File: src/rtl/sseg_sched_pkg.sv
// Shared types and register map for the seven-segment page scheduler.
// The blink option is enabled by defining SSEG_SCHED_BLINK_EN.
package sseg_sched_pkg;

    typedef enum logic [2:0] {
        IDLE      = 3'd0,
        WR_D0     = 3'd1,
        WR_D1     = 3'd2,
        DWELL     = 3'd3,
        URG_HOLD  = 3'd4,
        WR_BLANK0 = 3'd5,
        WR_BLANK1 = 3'd6
    } state_t;

    localparam logic [4:0]  CTRL_ADDR  = 5'd16;
    localparam logic [4:0]  DWELL_ADDR = 5'd17;
    localparam logic [4:0]  STAT_ADDR  = 5'd18;
    localparam logic [31:0] BLANK_WORD = 32'hFFFF_FFFF;

    function automatic logic [2:0] next_page_idx(input logic [2:0] cur, input logic [2:0] last);
        return (cur == last) ? 3'd0 : cur + 3'd1;
    endfunction

endpackage

File: src/rtl/sseg_sched_regs.sv
// CPU-visible register file of the page scheduler: display pages, CTRL, DWELL and read mux.
// CTRL.BLINK exists only when SSEG_SCHED_BLINK_EN is defined.
module sseg_sched_regs
    import sseg_sched_pkg::*;
#(
    parameter int NUM_PAGES = 4,
    parameter int DWELL_W   = 32,
    parameter int DWELL_DEF = 100_000_000
) (
    input  logic               clk,
    input  logic               reset,
    input  logic               cs,
    input  logic               write,
    input  logic [4:0]         addr,
    input  logic [31:0]        wr_data,
    input  logic [6:0]         status,
    input  logic [2:0]         page_sel,
    output logic [31:0]        rd_data,
    output logic [31:0]        page_lo,
    output logic [31:0]        page_hi,
    output logic               en,
    output logic               blink,
    output logic [DWELL_W-1:0] dwell
);

    logic [31:0] lo_q [NUM_PAGES];
    logic [31:0] hi_q [NUM_PAGES];

    always_ff @(posedge clk) begin
        if (reset) begin
            for (int p = 0; p < NUM_PAGES; p++) begin
                lo_q[p] <= BLANK_WORD;
                hi_q[p] <= BLANK_WORD;
            end
            en    <= 1'b0;
            dwell <= DWELL_W'(DWELL_DEF);
        end else if (cs && write) begin
            for (int p = 0; p < NUM_PAGES; p++) begin
                if (addr == 5'(2 * p))
                    lo_q[p] <= wr_data;
                if (addr == 5'(2 * p + 1))
                    hi_q[p] <= wr_data;
            end
            if (addr == CTRL_ADDR)
                en <= wr_data[0];
            if (addr == DWELL_ADDR)
                dwell <= DWELL_W'(wr_data);
        end
    end

`ifdef SSEG_SCHED_BLINK_EN
    always_ff @(posedge clk) begin
        if (reset)
            blink <= 1'b0;
        else if (cs && write && addr == CTRL_ADDR)
            blink <= wr_data[1];
    end
`else
    assign blink = 1'b0;
`endif

    always_comb begin
        page_lo = lo_q[0];
        page_hi = hi_q[0];
        for (int p = 0; p < NUM_PAGES; p++) begin
            if (page_sel == 3'(p)) begin
                page_lo = lo_q[p];
                page_hi = hi_q[p];
            end
        end
    end

    // Reads are purely combinational on addr; anything not decoded returns zero.
    always_comb begin
        rd_data = '0;
        for (int p = 0; p < NUM_PAGES; p++) begin
            if (addr == 5'(2 * p))
                rd_data = lo_q[p];
            if (addr == 5'(2 * p + 1))
                rd_data = hi_q[p];
        end
        case (addr)
            CTRL_ADDR:  rd_data = {30'd0, blink, en};
            DWELL_ADDR: rd_data = 32'(dwell);
            STAT_ADDR:  rd_data = {25'd0, status};
            default:    ;
        endcase
    end

endmodule

File: src/rtl/sseg_page_scheduler.sv
// Bus-master sequencer rotating display pages into the seven-segment LED mux core, with urgent override.
// Define SSEG_SCHED_BLINK_EN to blank each page for the second half of its dwell when CTRL.BLINK=1.
module sseg_page_scheduler
    import sseg_sched_pkg::*;
#(
    parameter int NUM_PAGES = 4,
    parameter int DWELL_W   = 32,
    parameter int DWELL_DEF = 100_000_000
) (
    input  logic        clk,
    input  logic        reset,
    input  logic        cs,
    input  logic        read,
    input  logic        write,
    input  logic [4:0]  addr,
    input  logic [31:0] wr_data,
    output logic [31:0] rd_data,
    output logic        m_cs,
    output logic        m_write,
    output logic [4:0]  m_addr,
    output logic [31:0] m_wr_data,
    input  logic        urg_req,
    input  logic [63:0] urg_data,
    output logic        urg_ack
);

    localparam logic [2:0] LAST_PAGE = 3'(NUM_PAGES - 1);

    state_t             state;
    logic [2:0]         cur_page;
    logic [2:0]         next_page;
    logic [2:0]         page_sel;
    logic [DWELL_W-1:0] dwell_cnt;
    logic [DWELL_W-1:0] dwell;
    logic [DWELL_W-1:0] dwell_eff;
    logic               urg_active;
    logic [31:0]        urg_hi_q;
    logic [31:0]        page_lo;
    logic [31:0]        page_hi;
    logic               en;
    logic               blink;
    logic [6:0]         status;
    logic               unused_read;

    assign unused_read = read;
    assign next_page   = next_page_idx(cur_page, LAST_PAGE);
    assign dwell_eff   = (dwell == '0) ? DWELL_W'(1) : dwell;
    assign status      = {cur_page, urg_active, state};

    // On the expiry cycle the first write already belongs to the next page.
    assign page_sel = (state == DWELL && dwell_cnt == '0) ? next_page : cur_page;

`ifdef SSEG_SCHED_BLINK_EN
    logic [DWELL_W-1:0] blank_at;
`else
    logic unused_blink;
    assign unused_blink = blink;
`endif

    sseg_sched_regs #(
        .NUM_PAGES (NUM_PAGES),
        .DWELL_W   (DWELL_W),
        .DWELL_DEF (DWELL_DEF)
    ) u_regs (
        .clk      (clk),
        .reset    (reset),
        .cs       (cs),
        .write    (write),
        .addr     (addr),
        .wr_data  (wr_data),
        .status   (status),
        .page_sel (page_sel),
        .rd_data  (rd_data),
        .page_lo  (page_lo),
        .page_hi  (page_hi),
        .en       (en),
        .blink    (blink),
        .dwell    (dwell)
    );

    // Master outputs are registered together with the state, so WR_D0/WR_D1 cycles carry the bus write.
    always_ff @(posedge clk) begin
        if (reset) begin
            state      <= IDLE;
            cur_page   <= 3'd0;
            dwell_cnt  <= '0;
            urg_active <= 1'b0;
            urg_hi_q   <= '0;
            urg_ack    <= 1'b0;
            m_cs       <= 1'b0;
            m_write    <= 1'b0;
            m_addr     <= 5'd0;
            m_wr_data  <= '0;
`ifdef SSEG_SCHED_BLINK_EN
            blank_at   <= '0;
`endif
        end else begin
            m_cs    <= 1'b0;
            m_write <= 1'b0;
            case (state)
                IDLE: begin
                    if (urg_req) begin
                        state      <= WR_D0;
                        urg_active <= 1'b1;
                        urg_hi_q   <= urg_data[63:32];
                        m_cs       <= 1'b1;
                        m_write    <= 1'b1;
                        m_addr     <= 5'd0;
                        m_wr_data  <= urg_data[31:0];
                    end else if (en) begin
                        state     <= WR_D0;
                        m_cs      <= 1'b1;
                        m_write   <= 1'b1;
                        m_addr    <= 5'd0;
                        m_wr_data <= page_lo;
                    end
                end
                WR_D0: begin
                    state     <= WR_D1;
                    m_cs      <= 1'b1;
                    m_write   <= 1'b1;
                    m_addr    <= 5'd1;
                    m_wr_data <= urg_active ? urg_hi_q : page_hi;
                end
                WR_D1: begin
                    if (urg_active) begin
                        state   <= URG_HOLD;
                        urg_ack <= 1'b1;
                    end else if (urg_req) begin
                        state      <= WR_D0;
                        urg_active <= 1'b1;
                        urg_hi_q   <= urg_data[63:32];
                        m_cs       <= 1'b1;
                        m_write    <= 1'b1;
                        m_addr     <= 5'd0;
                        m_wr_data  <= urg_data[31:0];
                    end else begin
                        state     <= DWELL;
                        dwell_cnt <= dwell_eff - DWELL_W'(1);
`ifdef SSEG_SCHED_BLINK_EN
                        blank_at  <= dwell_eff >> 1;
`endif
                    end
                end
                DWELL: begin
                    if (urg_req) begin
                        state      <= WR_D0;
                        urg_active <= 1'b1;
                        urg_hi_q   <= urg_data[63:32];
                        m_cs       <= 1'b1;
                        m_write    <= 1'b1;
                        m_addr     <= 5'd0;
                        m_wr_data  <= urg_data[31:0];
                    end else if (!en) begin
                        state <= IDLE;
                    end else if (dwell_cnt == '0) begin
                        state     <= WR_D0;
                        cur_page  <= next_page;
                        m_cs      <= 1'b1;
                        m_write   <= 1'b1;
                        m_addr    <= 5'd0;
                        m_wr_data <= page_lo;
`ifdef SSEG_SCHED_BLINK_EN
                    end else if (blink && dwell_cnt == blank_at) begin
                        state     <= WR_BLANK0;
                        dwell_cnt <= dwell_cnt - DWELL_W'(1);
                        m_cs      <= 1'b1;
                        m_write   <= 1'b1;
                        m_addr    <= 5'd0;
                        m_wr_data <= BLANK_WORD;
`endif
                    end else begin
                        dwell_cnt <= dwell_cnt - DWELL_W'(1);
                    end
                end
`ifdef SSEG_SCHED_BLINK_EN
                // The dwell count keeps running through the blank pair so the period length is unchanged.
                WR_BLANK0: begin
                    state     <= WR_BLANK1;
                    m_cs      <= 1'b1;
                    m_write   <= 1'b1;
                    m_addr    <= 5'd1;
                    m_wr_data <= BLANK_WORD;
                    if (dwell_cnt != '0)
                        dwell_cnt <= dwell_cnt - DWELL_W'(1);
                end
                WR_BLANK1: begin
                    state <= DWELL;
                    if (dwell_cnt != '0)
                        dwell_cnt <= dwell_cnt - DWELL_W'(1);
                end
`endif
                URG_HOLD: begin
                    if (!urg_req) begin
                        urg_ack    <= 1'b0;
                        urg_active <= 1'b0;
                        if (en) begin
                            state     <= WR_D0;
                            m_cs      <= 1'b1;
                            m_write   <= 1'b1;
                            m_addr    <= 5'd0;
                            m_wr_data <= page_lo;
                        end else begin
                            state <= IDLE;
                        end
                    end
                end
                default: state <= IDLE;
            endcase
        end
    end

endmodule
File: config.mk
export PLATFORM = sky130hd
export DESIGN_NAME = sseg_page_scheduler
export DESIGN_NICKNAME = d
export VERILOG_FILES = /design/src/rtl/sseg_sched_pkg.sv /design/src/rtl/sseg_sched_regs.sv /design/src/rtl/sseg_page_scheduler.sv
export SDC_FILE = /design/constraint.sdc
export NUM_CORES = 1
export LEC_CHECK = 0
export ABC_AREA = 1
export ABC_CLOCK_PERIOD_IN_PS = 3700
export CAP_MARGIN = 20
export CORE_ASPECT_RATIO = 1.1
export CORE_MARGIN = 2
export CORE_UTILIZATION = 35
export DETAILED_ROUTE_END_ITERATION = 8
export PLACE_DENSITY_LB_ADDON = 0.1
export SLEW_MARGIN = 15
export SYNTH_ARGS = -nofsm -noshare
export SYNTH_HDL_FRONTEND = slang
export SYNTH_HIERARCHICAL = 1
export SYNTH_SLANG_ARGS = --single-unit
File: constraint.sdc
create_clock -name clk -period 3.7 [get_ports clk]
set_input_delay 0.555 -clock clk [delete_from_list [all_inputs] [get_ports clk]]
set_output_delay 0.555 -clock clk [all_outputs]
set_load 0.005 [all_outputs]
==> impl_results.rst <==
.. list-table::
   :header-rows: 1

   * - Metric
     - Value
   * - Clock latency of the later-clocked register in the worst-skew pair
     - 0.59 ns
   * - First-pass GRT wire length
     - 138000 um
   * - Leakage power of the design
     - 10.7 nW
   * - Final weighted congestion of routability-driven global placement
     - 0.893
   * - Peak clock frequency supported by timing
     - around 270 MHz
   * - Tmin final
     - 3.67 ns
   * - Max incr delay on CP
     - approximately 0.32 ns
   * - CORE AREA
     - 64600 sq um
   * - Count of max-cap constraint violations
     - 0
   * - Vias per cell
     - 5.53
   * - Final hold slack
     - 0.458 ns
   * - Setup repair after global routing missed its margin
     - yes
   * - Fillers
     - ~6400
   * - Number of nets in the finished design
     - 3354
   * - Count of hold-fix buffers inserted at cts
     - 0
   * - Final setup violation count
     - 0
   * - Peak supply drop
     - 0.307 mV
   * - Crit-path cells
     - nor2_2, nand3_2, nor3_4, nand3_4, nor3_4, buf_6, buf_4, a21oi_4, inv_2, nor3_4, buf_6, buf_12, buf_4, or2_2, o211ai_1, a21oi_2, inv_1, o21ai_0, nand2_1, o21ai_0, a211oi_1, o21ai_0, o21ai_0, nor2_1
   * - Number of detailed-routing iterations run before antenna repair
     - 6
   * - Number of buffers created by CTS
     - 48
   * - Detailed Place HPWL
     - 63200 um
   * - Final design instance area without fill
     - between 20000 and 30000 sq um
   * - Pin count of the biggest net entering global routing
     - 100
   * - Cell chosen for the clock root
     - clkbuf_16
   * - Hold Fails Final Rpt
     - 0
   * - Max clock buf depth
     - 3
   * - Total clock sinks
     - approximately 400
   * - First DRT Iteration DRCs
     - 2490
   * - Total overflow reported by the global router
     - 0
   * - Clock Skew
     - 0.0223 ns
   * - Total placed instance area
     - roughly 26000 sq um
   * - Post-Synthesis Cells
     - 3056
   * - Final clock period utilization by the worst path
     - 99.2%
   * - Count of H-tree levels built during CTS
     - 2
   * - Total routing usage reported by global routing
     - 27.4%
   * - Type of destination of the critical path
     - flip-flop
   * - Type of origin of the critical path
     - flip-flop
   * - Count of buffers inserted at the top-level ports
     - 177
   * - Combined area of the multi-input logic cells
     - 10600 sq um
   * - Outcome
     - completed
   * - Antenna violations before repair
     - 1
   * - Die width
     - 247 um
   * - Maximum fanout along the worst path
     - 15
   * - Vertical extent of the die
     - 271 um
   * - Detailed-route via count
     - 22900
   * - Syn Area/Cell
     - 7.44 sq um
   * - I/O pin cnt
     - 179
   * - Utilization after layout
     - 43.6%
   * - Via count of the first global-routing pass
     - 21700
   * - Die area
     - 67000 sq um
   * - Kind of path behind the tightest hold check
     - flip-flop to flip-flop
   * - Crit path top cell by count
     - o21ai_0
   * - Worst Path Required
     - 4.17 ns
   * - Transition time of the tightest slew-check pin
     - 0.909 ns
   * - Count of standard-cell rows
     - 98
   * - Power density cells
     - 441 nW/um^2
   * - Clock slew at reported path FFs
     - 0.06 ns
   * - Max-slew headroom
     - 39.3%
   * - Area taken by flip-flops and latches
     - between 10000 and 15000 sq um
   * - Net count after synthesis
     - 3165
   * - Crit Path Class
     - flip-flop to flip-flop
   * - DRT antenna net count
     - 0
   * - Number of slew-limit violations in the final report
     - 0
   * - Clock tree from TritonCTS
     - built
   * - Post-synthesis instance area
     - 22700 sq um
   * - Proportion of layout cells with a drive suffix above 1
     - approximately an eighth
   * - Starting density of the core
     - between 30% and 40%
   * - Worst path slowest cell
     - dfxtp_2
   * - Number of remaining DRC errors
     - 0
   * - Signed area change from the synthesized netlist to the final layout
     - 23.8%
   * - Routed WL
     - roughly 94000 um
   * - Routed length per instance
     - around 23 um
   * - Synth warn
     - 6
   * - Worst path arrival time
     - approximately 4.1 ns
[cell usage in the layout (no fill, tap or decap), types with 9 or more instances in the layout]
master / count
o21ai_0: 287
nand2_2: 10
inv_1: 205
inv_2: 20
a21oi_1: 169
clkinv_1: 42
nand4_1: 138
buf_12: 24
o21ai_2: 10
o21a_1: 32
nor2_1: 363
clkinv_2: 13
buf_4: 137
nor2_2: 15
edfxtp_1: 256
clkdlybuf4s50_1: 175
nor3_4: 11
nand3_1: 79
o211ai_1: 76
nor2_4: 10
nand2_1: 805
o21ai_1: 59
dfxtp_1: 141
a211oi_1: 29
clkbuf_16: 51
buf_6: 9
or2_2: 32
a21oi_2: 13
[routing by layer]
layer | share of wire (%) | global-route usage, % | up-vias
li1 | - | - | 10600
met2 | 46 | 44.0 | 1195
met5 | 0 | 0 | -
met4 | 3.4 | 10.1 | 0
met1 | 42 | 37.3 | 10800
met3 | 9.0 | 4.29 | 186
[critical path: cells and delay by family (launching register included)]
family / cells / cell delay, ns
AND/OR/NAND/NOR: 9 / 1.32
buffers and inverters: 7 / 0.88
flip-flops: 1 / 0.32
AO/OA/AOI/OAI: 8 / 0.99
[power by group]
part | internal, mW | switching [mW]
clock | 2.65 | 1.97
sequential | 5.09 | 0.246
combinational | 0.975 | 1.49
total | 8.71 | 3.71
[timing repair]
action | CTS | global route
pin swaps | 1 | 26
hold endpoints to repair | 0 | 0
gates resized for setup | 10 | 86
buffers inserted | 4 | 12
setup endpoints to repair | 32 | 33
gates cloned | 0 | 2
[sequential cells by signal, summed over array words and instances (netlist names)]
register,flops
u_regs/hi_q,128
u_regs/lo_q,128
dwell_cnt,32
m_wr_data,32
u_regs/dwell,32
urg_hi_q,32
m_addr,5
cur_page,3
state,3
m_write,1
u_regs/en,1
urg_ack,1
urg_active,1
[worst paths after layout]
path / startpoint / end / slack (ns) / cells past startpoint
worst max-delay path: dwell_cnt[16] / m_wr_data[0] / 0.03 / 24
worst min-delay path: m_addr[4] / m_addr[4] / 0.46 / 2
worst max register to register: dwell_cnt[16] / m_wr_data[0] / 0.03 / 24
worst min register to register: m_addr[4] / m_addr[4] / 0.46 / 2
[layout make-up]
class,instances,area share (%)
Antenna cell,1,0.00889
Clock buffer,58,4.51
Clock inverter,29,0.800
Inverter,260,3.48
Multi-Input combinational cell,2186,37.7
Sequential cell,399,37.5
Tap cell,850,3.78
Timing Repair Buffer,350,12.2
[per-stage QoR]
stage	power, mW	instances	setup slack (ns)	setup TNS [ns]
after floorplan	6.54	3056	0.433	0
after global routing	12.9	4132	-0.202	-4.20
after global placement	7.68	4028	-0.243	-4.12
after detailed placement	7.73	4028	-0.315	-7.15
final	12.4	4133	0.0313	0
after CTS	12.4	4119	0.000693	0
No activity file was read; power rests on OpenSTA's default activity.
